### config.mk
export PLATFORM = sky130hd
export DESIGN_NAME = decode_queue_flat
export DESIGN_NICKNAME = d
export VERILOG_FILES = /design/src/rtl/decode_queue_if.sv /design/src/rtl/decode_queue.sv /design/src/flat_wrapper.sv
export SDC_FILE = /design/constraint.sdc
export NUM_CORES = 1
export LEC_CHECK = 0
export ABC_CLOCK_PERIOD_IN_PS = 3500
export CAP_MARGIN = 30
export CORE_MARGIN = 3
export CORE_UTILIZATION = 51
export DETAILED_ROUTE_END_ITERATION = 16
export GPL_TIMING_DRIVEN = 0
export HOLD_SLACK_MARGIN = 0.06
export PLACE_DENSITY = 0.86
export SYNTH_ARGS = -nofsm -noshare
export SYNTH_HDL_FRONTEND = slang
export SYNTH_SLANG_ARGS = --single-unit
### constraint.sdc
create_clock -name clk -period 3.5 [get_ports clk]
set_input_delay 0.35 -clock clk [delete_from_list [all_inputs] [get_ports clk]]
set_output_delay 0.35 -clock clk [all_outputs]
set_load 0.01 [all_outputs]
### src/rtl/decode_queue_if.sv
// decode_queue_if
//    Bundles the fetch-side push handshake, the issue-side pop handshake, the
//    flush request, the decoded control fields of the head entry and the
//    occupancy count into one connection.
//    Parameter:
//       DEPTH      - queue entries; sets the width of count
//    Modports:
//       slave      - the queue itself (accepts pushes, offers pops)
//       master     - the surrounding pipeline (pushes, pops, flushes)
//    Signals:
//       flush                             - discard all queued entries
//       in_valid/in_ready/in_instr/in_pc  - push handshake and payload
//       out_valid/out_ready/out_instr/out_pc - pop handshake and head payload
//       reg_write, mem_read, mem_write, branch, jump, alu_src, illegal,
//       alu_op[4:0], wb_sel[1:0], pc_sel[1:0] - decode of the head entry
//       count                             - current occupancy
interface decode_queue_if #(
   parameter int DEPTH = 4
);
   localparam int CNT_W = $clog2(DEPTH) + 1;

   logic             flush;
   logic             in_valid;
   logic             in_ready;
   logic [31:0]      in_instr;
   logic [31:0]      in_pc;
   logic             out_valid;
   logic             out_ready;
   logic [31:0]      out_instr;
   logic [31:0]      out_pc;
   logic             reg_write;
   logic             mem_read;
   logic             mem_write;
   logic             branch;
   logic             jump;
   logic             alu_src;
   logic             illegal;
   logic [4:0]       alu_op;
   logic [1:0]       wb_sel;
   logic [1:0]       pc_sel;
   logic [CNT_W-1:0] count;

   modport slave (
      input  flush, in_valid, in_instr, in_pc, out_ready,
      output in_ready, out_valid, out_instr, out_pc,
             reg_write, mem_read, mem_write, branch, jump, alu_src, illegal,
             alu_op, wb_sel, pc_sel, count
   );

   modport master (
      output flush, in_valid, in_instr, in_pc, out_ready,
      input  in_ready, out_valid, out_instr, out_pc,
             reg_write, mem_read, mem_write, branch, jump, alu_src, illegal,
             alu_op, wb_sel, pc_sel, count
   );
endinterface

### src/rtl/decode_queue.sv
// decode_queue
//    Small circular instruction queue between fetch and issue. Entries are
//    pushed with their PC, become visible one cycle later, and the head entry
//    is decoded combinationally into RV32I(+M, +CSR) control fields.
//    Parameters:
//       DEPTH      - queue entries, power of two, >= 2
//       ENABLE_M   - 1: decode RV32M ops, 0: treat them as illegal
//       ENABLE_CSR - 1: SYSTEM funct3!=0 writes back, 0: illegal
//    Ports:
//       clk        - rising-edge clock
//       rst        - synchronous active-high reset
//       q          - decode_queue_if.slave bundle (handshakes, decode, count)
module decode_queue #(
   parameter int DEPTH      = 4,
   parameter int ENABLE_M   = 1,
   parameter int ENABLE_CSR = 1
) (
   input  logic          clk,
   input  logic          rst,
   decode_queue_if.slave q
);
   localparam int PTR_W = $clog2(DEPTH);
   localparam int CNT_W = PTR_W + 1;
   localparam logic [CNT_W-1:0] FULL_CNT = CNT_W'(DEPTH);

   localparam logic [6:0] OPC_LUI      = 7'b0110111;
   localparam logic [6:0] OPC_AUIPC    = 7'b0010111;
   localparam logic [6:0] OPC_JAL      = 7'b1101111;
   localparam logic [6:0] OPC_JALR     = 7'b1100111;
   localparam logic [6:0] OPC_BRANCH   = 7'b1100011;
   localparam logic [6:0] OPC_LOAD     = 7'b0000011;
   localparam logic [6:0] OPC_STORE    = 7'b0100011;
   localparam logic [6:0] OPC_OP_IMM   = 7'b0010011;
   localparam logic [6:0] OPC_OP       = 7'b0110011;
   localparam logic [6:0] OPC_MISC_MEM = 7'b0001111;
   localparam logic [6:0] OPC_SYSTEM   = 7'b1110011;

   localparam logic [4:0] ALU_ADD    = 5'd0;
   localparam logic [4:0] ALU_SUB    = 5'd1;
   localparam logic [4:0] ALU_AND    = 5'd2;
   localparam logic [4:0] ALU_OR     = 5'd3;
   localparam logic [4:0] ALU_XOR    = 5'd4;
   localparam logic [4:0] ALU_SLL    = 5'd5;
   localparam logic [4:0] ALU_SRL    = 5'd6;
   localparam logic [4:0] ALU_SRA    = 5'd7;
   localparam logic [4:0] ALU_SLT    = 5'd8;
   localparam logic [4:0] ALU_SLTU   = 5'd9;
   localparam logic [4:0] ALU_PASS_B = 5'd11;

   localparam logic [1:0] WB_MEM  = 2'd1;
   localparam logic [1:0] WB_PC4  = 2'd2;
   localparam logic [1:0] PC_ALU  = 2'd1;
   localparam logic [1:0] PC_IMM  = 2'd2;

   logic [31:0]      instr_mem [DEPTH];
   logic [31:0]      pc_mem    [DEPTH];
   logic [PTR_W-1:0] rd_ptr;
   logic [PTR_W-1:0] wr_ptr;
   logic [CNT_W-1:0] count_q;

   logic             push;
   logic             pop;
   logic             head_valid;
   logic [31:0]      head_instr;
   logic [6:0]       opcode;
   logic [2:0]       funct3;
   logic [6:0]       funct7;

   logic             dec_reg_write;
   logic             dec_mem_read;
   logic             dec_mem_write;
   logic             dec_branch;
   logic             dec_jump;
   logic             dec_alu_src;
   logic             dec_illegal;
   logic [4:0]       dec_alu_op;
   logic [1:0]       dec_wb_sel;
   logic [1:0]       dec_pc_sel;

   // Handshake qualifiers. rst and flush both close the push side so that a
   // beat offered during those cycles is never accepted. Pop does not need
   // the same gating because the state update ignores it under rst/flush.
   assign head_valid = (count_q != '0);
   assign push       = q.in_valid && q.in_ready;
   assign pop        = head_valid && q.out_ready;

   assign q.in_ready  = !rst && !q.flush && (count_q < FULL_CNT);
   assign q.out_valid = head_valid;
   assign q.count     = count_q;

   assign head_instr  = instr_mem[rd_ptr];
   assign q.out_instr = head_instr;
   assign q.out_pc    = pc_mem[rd_ptr];

   // Pointer and occupancy bookkeeping. Pointers are exactly log2(DEPTH)
   // bits wide, so incrementing them wraps modulo DEPTH for free.
   always_ff @(posedge clk) begin
      if (rst || q.flush) begin
         rd_ptr  <= '0;
         wr_ptr  <= '0;
         count_q <= '0;
      end else begin
         if (push) begin
            wr_ptr <= wr_ptr + 1'b1;
         end
         if (pop) begin
            rd_ptr <= rd_ptr + 1'b1;
         end
         case ({push, pop})
            2'b10:   count_q <= count_q + 1'b1;
            2'b01:   count_q <= count_q - 1'b1;
            default: count_q <= count_q;
         endcase
      end
   end

   // Payload storage needs no reset: an entry is only ever read after it
   // was written, and push is already blocked during rst and flush.
   always_ff @(posedge clk) begin
      if (push) begin
         instr_mem[wr_ptr] <= q.in_instr;
         pc_mem[wr_ptr]    <= q.in_pc;
      end
   end

   assign opcode = head_instr[6:0];
   assign funct3 = head_instr[14:12];
   assign funct7 = head_instr[31:25];

   // Head-entry decoder. Every field starts at the NOP value and each opcode
   // only raises what it needs; an empty queue forces the NOP at the end so
   // stale storage never leaks onto the control outputs.
   always_comb begin
      dec_reg_write = 1'b0;
      dec_mem_read  = 1'b0;
      dec_mem_write = 1'b0;
      dec_branch    = 1'b0;
      dec_jump      = 1'b0;
      dec_alu_src   = 1'b0;
      dec_illegal   = 1'b0;
      dec_alu_op    = ALU_ADD;
      dec_wb_sel    = 2'd0;
      dec_pc_sel    = 2'd0;

      case (opcode)
         OPC_LUI: begin
            dec_reg_write = 1'b1;
            dec_alu_src   = 1'b1;
            dec_alu_op    = ALU_PASS_B;
         end
         OPC_AUIPC: begin
            dec_reg_write = 1'b1;
            dec_alu_src   = 1'b1;
         end
         OPC_JAL: begin
            dec_reg_write = 1'b1;
            dec_jump      = 1'b1;
            dec_wb_sel    = WB_PC4;
            dec_pc_sel    = PC_IMM;
         end
         OPC_JALR: begin
            dec_reg_write = 1'b1;
            dec_jump      = 1'b1;
            dec_alu_src   = 1'b1;
            dec_wb_sel    = WB_PC4;
            dec_pc_sel    = PC_ALU;
         end
         OPC_BRANCH: begin
            case (funct3)
               3'b000, 3'b001: begin
                  dec_branch = 1'b1;
                  dec_alu_op = ALU_SUB;
               end
               3'b100, 3'b101: begin
                  dec_branch = 1'b1;
                  dec_alu_op = ALU_SLT;
               end
               3'b110, 3'b111: begin
                  dec_branch = 1'b1;
                  dec_alu_op = ALU_SLTU;
               end
               default: dec_illegal = 1'b1;
            endcase
         end
         OPC_LOAD: begin
            dec_reg_write = 1'b1;
            dec_mem_read  = 1'b1;
            dec_alu_src   = 1'b1;
            dec_wb_sel    = WB_MEM;
         end
         OPC_STORE: begin
            dec_mem_write = 1'b1;
            dec_alu_src   = 1'b1;
         end
         OPC_OP_IMM: begin
            dec_reg_write = 1'b1;
            dec_alu_src   = 1'b1;
            case (funct3)
               3'b000: dec_alu_op = ALU_ADD;
               3'b001: dec_alu_op = ALU_SLL;
               3'b010: dec_alu_op = ALU_SLT;
               3'b011: dec_alu_op = ALU_SLTU;
               3'b100: dec_alu_op = ALU_XOR;
               3'b101: dec_alu_op = funct7[5] ? ALU_SRA : ALU_SRL;
               3'b110: dec_alu_op = ALU_OR;
               3'b111: dec_alu_op = ALU_AND;
            endcase
         end
         OPC_OP: begin
            if (funct7 == 7'b0000000 || funct7 == 7'b0100000) begin
               dec_reg_write = 1'b1;
               case (funct3)
                  3'b000: dec_alu_op = funct7[5] ? ALU_SUB : ALU_ADD;
                  3'b001: dec_alu_op = ALU_SLL;
                  3'b010: dec_alu_op = ALU_SLT;
                  3'b011: dec_alu_op = ALU_SLTU;
                  3'b100: dec_alu_op = ALU_XOR;
                  3'b101: dec_alu_op = funct7[5] ? ALU_SRA : ALU_SRL;
                  3'b110: dec_alu_op = ALU_OR;
                  3'b111: dec_alu_op = ALU_AND;
               endcase
            end else if (funct7 == 7'b0000001 && ENABLE_M != 0) begin
               // MUL..REMU occupy the upper half of the alu_op space
               dec_reg_write = 1'b1;
               dec_alu_op    = {2'b10, funct3};
            end else begin
               dec_illegal = 1'b1;
            end
         end
         OPC_MISC_MEM: begin
         end
         OPC_SYSTEM: begin
            // funct3==0 is ECALL/EBREAK, handled as a NOP here
            if (funct3 != 3'b000) begin
               if (ENABLE_CSR != 0) begin
                  dec_reg_write = 1'b1;
                  dec_alu_src   = 1'b1;
                  dec_alu_op    = ALU_PASS_B;
               end else begin
                  dec_illegal = 1'b1;
               end
            end
         end
         default: dec_illegal = 1'b1;
      endcase

      if (!head_valid) begin
         dec_reg_write = 1'b0;
         dec_mem_read  = 1'b0;
         dec_mem_write = 1'b0;
         dec_branch    = 1'b0;
         dec_jump      = 1'b0;
         dec_alu_src   = 1'b0;
         dec_illegal   = 1'b0;
         dec_alu_op    = ALU_ADD;
         dec_wb_sel    = 2'd0;
         dec_pc_sel    = 2'd0;
      end
   end

   assign q.reg_write = dec_reg_write;
   assign q.mem_read  = dec_mem_read;
   assign q.mem_write = dec_mem_write;
   assign q.branch    = dec_branch;
   assign q.jump      = dec_jump;
   assign q.alu_src   = dec_alu_src;
   assign q.illegal   = dec_illegal;
   assign q.alu_op    = dec_alu_op;
   assign q.wb_sel    = dec_wb_sel;
   assign q.pc_sel    = dec_pc_sel;
endmodule

### src/flat_wrapper.sv
// flat-port wrapper written by rule: the top's interface ports become plain ports
module decode_queue_flat 
#(
   parameter int DEPTH      = 4,
   parameter int ENABLE_M   = 1,
   parameter int ENABLE_CSR = 1
)
  (clk, rst, q_flush, q_in_valid, q_in_instr, q_in_pc, q_out_ready, q_in_ready, q_out_valid, q_out_instr, q_out_pc, q_reg_write, q_mem_read, q_mem_write, q_branch, q_jump, q_alu_src, q_illegal, q_alu_op, q_wb_sel, q_pc_sel, q_count);
  decode_queue_if #(.DEPTH(DEPTH)) q_i ();
  input  logic clk;
  input  logic rst;
  input wire logic [$bits(q_i.flush)-1:0] q_flush;
  input wire logic [$bits(q_i.in_valid)-1:0] q_in_valid;
  input wire logic [$bits(q_i.in_instr)-1:0] q_in_instr;
  input wire logic [$bits(q_i.in_pc)-1:0] q_in_pc;
  input wire logic [$bits(q_i.out_ready)-1:0] q_out_ready;
  output wire logic [$bits(q_i.in_ready)-1:0] q_in_ready;
  output wire logic [$bits(q_i.out_valid)-1:0] q_out_valid;
  output wire logic [$bits(q_i.out_instr)-1:0] q_out_instr;
  output wire logic [$bits(q_i.out_pc)-1:0] q_out_pc;
  output wire logic [$bits(q_i.reg_write)-1:0] q_reg_write;
  output wire logic [$bits(q_i.mem_read)-1:0] q_mem_read;
  output wire logic [$bits(q_i.mem_write)-1:0] q_mem_write;
  output wire logic [$bits(q_i.branch)-1:0] q_branch;
  output wire logic [$bits(q_i.jump)-1:0] q_jump;
  output wire logic [$bits(q_i.alu_src)-1:0] q_alu_src;
  output wire logic [$bits(q_i.illegal)-1:0] q_illegal;
  output wire logic [$bits(q_i.alu_op)-1:0] q_alu_op;
  output wire logic [$bits(q_i.wb_sel)-1:0] q_wb_sel;
  output wire logic [$bits(q_i.pc_sel)-1:0] q_pc_sel;
  output wire logic [$bits(q_i.count)-1:0] q_count;
  assign q_i.flush = q_flush;
  assign q_i.in_valid = q_in_valid;
  assign q_i.in_instr = q_in_instr;
  assign q_i.in_pc = q_in_pc;
  assign q_i.out_ready = q_out_ready;
  assign q_in_ready = q_i.in_ready;
  assign q_out_valid = q_i.out_valid;
  assign q_out_instr = q_i.out_instr;
  assign q_out_pc = q_i.out_pc;
  assign q_reg_write = q_i.reg_write;
  assign q_mem_read = q_i.mem_read;
  assign q_mem_write = q_i.mem_write;
  assign q_branch = q_i.branch;
  assign q_jump = q_i.jump;
  assign q_alu_src = q_i.alu_src;
  assign q_illegal = q_i.illegal;
  assign q_alu_op = q_i.alu_op;
  assign q_wb_sel = q_i.wb_sel;
  assign q_pc_sel = q_i.pc_sel;
  assign q_count = q_i.count;
  decode_queue #(.DEPTH(DEPTH), .ENABLE_M(ENABLE_M), .ENABLE_CSR(ENABLE_CSR)) u_core (.clk(clk), .rst(rst), .q(q_i));
endmodule
==> impl_metrics.env <==
export IMPL_post_drt_wl_per_cell_um=21.4
export IMPL_r2r_cells=9
export IMPL_period_needed_ns=3.44
export IMPL_setup_slack_ns=0.0573
export IMPL_avgSynthCellArea_um2=21.6
export IMPL_power_share_clock_pct=41.5
export IMPL_fin_tns_setup_ns=0
export IMPL_io_pins=154
export IMPL_dr_pass1_iters=8
export IMPL_max_freq_mhz=290
export IMPL_dp_hpwl_um=13000
export IMPL_hp_class="in2reg"
export IMPL_worst_hold_path_num_cells=1
export IMPL_cts_clk_slew_worst_paths_ns=0.06
export IMPL_rows=51
export IMPL_combPwrFrac_pct=4.5
export IMPL_grt_pass1_wl_um=30600
export IMPL_via_count=5367
export IMPL_cts_tree="done"
export IMPL_overflow=0
export IMPL_cts_buffers=26
export IMPL_viasPerCell=5.63
export IMPL_place_gp_congestion=0.891
export IMPL_fin_worst_skew_ns=0.0253
export IMPL_crit_arrival_ns=3.09
export IMPL_clock_latency_ns=0.52
export IMPL_ant_nets=0
export IMPL_start_util_pct=52.3
export IMPL_endpoint_kind="primary output"
export IMPL_criticalPathCategory="reg2out"
export IMPL_maxCapViolCount=0
export IMPL_ys_seq_elements=265
export IMPL_p_int_uw=5290
export IMPL_synthToLayoutAreaGrowth_pct=29.2
export IMPL_core_area_um2=19700
export IMPL_htreeDepth=1
export IMPL_final_util_pct=67.5
export IMPL_path_depth=8
export IMPL_ys_warn_count=0
export IMPL_finalMaxSlewViolations=0
export IMPL_layout_drive_gt1_share_pct=22.1
export IMPL_synth_cell_type_count=53
export IMPL_critical_path_slowest_cell="mux4_2"
export IMPL_die_h_um=148
export IMPL_critPathTopFamily="buffers and inverters"
export IMPL_finalCritPeriodShare_pct=98.4
export IMPL_ctsHoldBuffers=0
export IMPL_antenna_found_initial=0
export IMPL_p_per_area_nw_per_um2=490
export IMPL_synthCells=475
export IMPL_slew_limit_headroom_pct=49.7
export IMPL_power_uw=6500
export IMPL_finalInstanceArea_um2=13300
export IMPL_worstMarginPinSlew_ns=0.754
export IMPL_ir_drop_uv=469
export IMPL_cp_common_cell="buf_12"
export IMPL_nNetsFinal=748
export IMPL_placed_cell_area_um2=12200
export IMPL_power_switching_uw=1210
export IMPL_leakage_uw=0.00424
export IMPL_hold_viol_final=0
export IMPL_cp_start_kind="flip-flop"
export IMPL_grt_max_degree=37
export IMPL_status="finished clean"
export IMPL_cts_buffer_depth=3
export IMPL_crit_chain="buf_12, buf_12, mux4_2, or3_4, o31ai_4, nand3_1, a31oi_1, dlygate4sd2_1"
export IMPL_worstPathMaxFanout=10
export IMPL_power_frac_seq_pct=54.0
export IMPL_drc=0
export IMPL_synth_seq_area_share_pct=76.6
export IMPL_post_place_ws_ns=0.155
export IMPL_die_area_um2=21900
export IMPL_crit_required_ns=3.15
export IMPL_grt_total_usage_pct=17.9
export IMPL_fp_dieW_um=148
export IMPL_grt_pass1_vias=5522
export IMPL_antenna_cells=0
export IMPL_synthArstFlopShare_pct=0
export IMPL_netlist_area_um2=10300
export IMPL_synth_edff_count=256
export IMPL_clkSinkCount=265
export IMPL_io_buffers=153
export IMPL_drt_iter0_drc=353
export IMPL_syn_num_nets=554
export IMPL_synthFlopType="edfxtp_1"
export IMPL_crit_buf_inv=3
export IMPL_cts_root_buf="clkbuf_16"
export IMPL_crit_path_max_incr_delay_ns=0.55
export IMPL_setup_viol=0
export IMPL_nFillCells=1263
export IMPL_swShare_pct=18.6
export IMPL_wl_um=20400
-- through the flow --
stage | hold WS [ns] | cells
2_1_floorplan | 0.449 | 475
3_3_place_gp | 0.500 | 893
3_5_place_dp | 0.536 | 897
4_1_cts | 0.437 | 949
5_1_grt | 0.447 | 953
6_report | 0.462 | 953
-- flip-flops by register name (all words and copies together), names as in the netlist, named ones only --
register          cells
u_core.wr_ptr         2
u_core.pc_mem       128
u_core.q.count        3
u_core.instr_mem    128
u_core.rd_ptr         2
-- cell families (layout without fill, tap and decap cells) --
logic type	Yosys count	count (layout)	share of synthesized area, %
and+or+nand+nor	71	71	4.03
xor gates and xnor gates	6	6	0.511
DFF	265	265	76.6
adders and majority gates	10	10	1.29
AOI/OAI and AO/OA	26	26	1.87
muxes	65	65	14.2
buffers and inverters	32	245	1.55
-- final timing paths --
kind | from | to | slack [ns]
worst min register to register | u_core.q.count[1] | u_core.q.count[1] | 0.56
worst max register to register | u_core.q.count[2] | u_core.q.count[2] | 1.05
worst min-delay path | q_in_pc[4] | u_core.pc_mem[2][4] | 0.46
worst max-delay path | flip-flop | q_alu_op[3] | 0.06
-- power by group through the flow --
stage	sequential, uW	combinational (uW)	clock, uW
6_report	3510	290	2700
5_1_grt	3510	309	2910
4_1_cts	3510	281	2770
3_5_place_dp	3580	276	0
3_3_place_gp	3580	257	0
2_1_floorplan	3580	93.2	0
-- cell type report --
cell class	instances	area, um^2	share of cell area [%]
plain buffers	21	145	1.09
repair buffers	166	1670	12.6
clock inverters	14	139	1.05
clock buffers	33	698	5.26
inverters	11	41.3	0.311
flip-flops and latches	265	7870	59.3
well taps	265	332	2.50
multi-input cells	178	2380	17.9
-- cell usage after synthesis, drive strengths merged, types with 4 or more instances --
library cell	instances	area share [%]
nor3	8	0.44
nand2	9	0.33
o21ai	4	0.19
edfxtp	256	75
a21oi	5	0.24
nor2b	4	0.24
dfxtp	9	1.8
clkbuf	8	0.29
ha	9	1.1
inv	11	0.40
nor4	5	0.30
buf	13	0.85
and3	5	0.30
nor2	15	0.55
mux4	64	14
-- routing by layer --
layer,up-vias,global-route usage [%],wire length (um)
met4,0,5.27,630
met2,232,30.8,10400
li1,2381,-,-
met3,55,4.20,1430
met5,-,0,0
met1,2699,23.2,7970
-- cells in the final DEF (no fill, tap or decap), drive strengths merged, types with 4 or more instances in the layout --
master / count
ha: 9
nor3: 8
and3: 5
edfxtp: 256
dlygate4sd2: 5
inv: 11
nor2b: 4
dfxtp: 9
clkinv: 11
nand2: 9
a21oi: 5
nor4: 5
o21ai: 4
clkdlybuf4s50: 145
clkbuf: 44
mux4: 64
nor2: 15
buf: 24
-- repair_timing --
action                     in CTS  in global routing
setup buffers                   5                  4
resized for setup              15                 34
pin swaps                       1                  2
setup endpoints to repair      37                 40
Note: power is estimated with default switching activity, not from simulation.
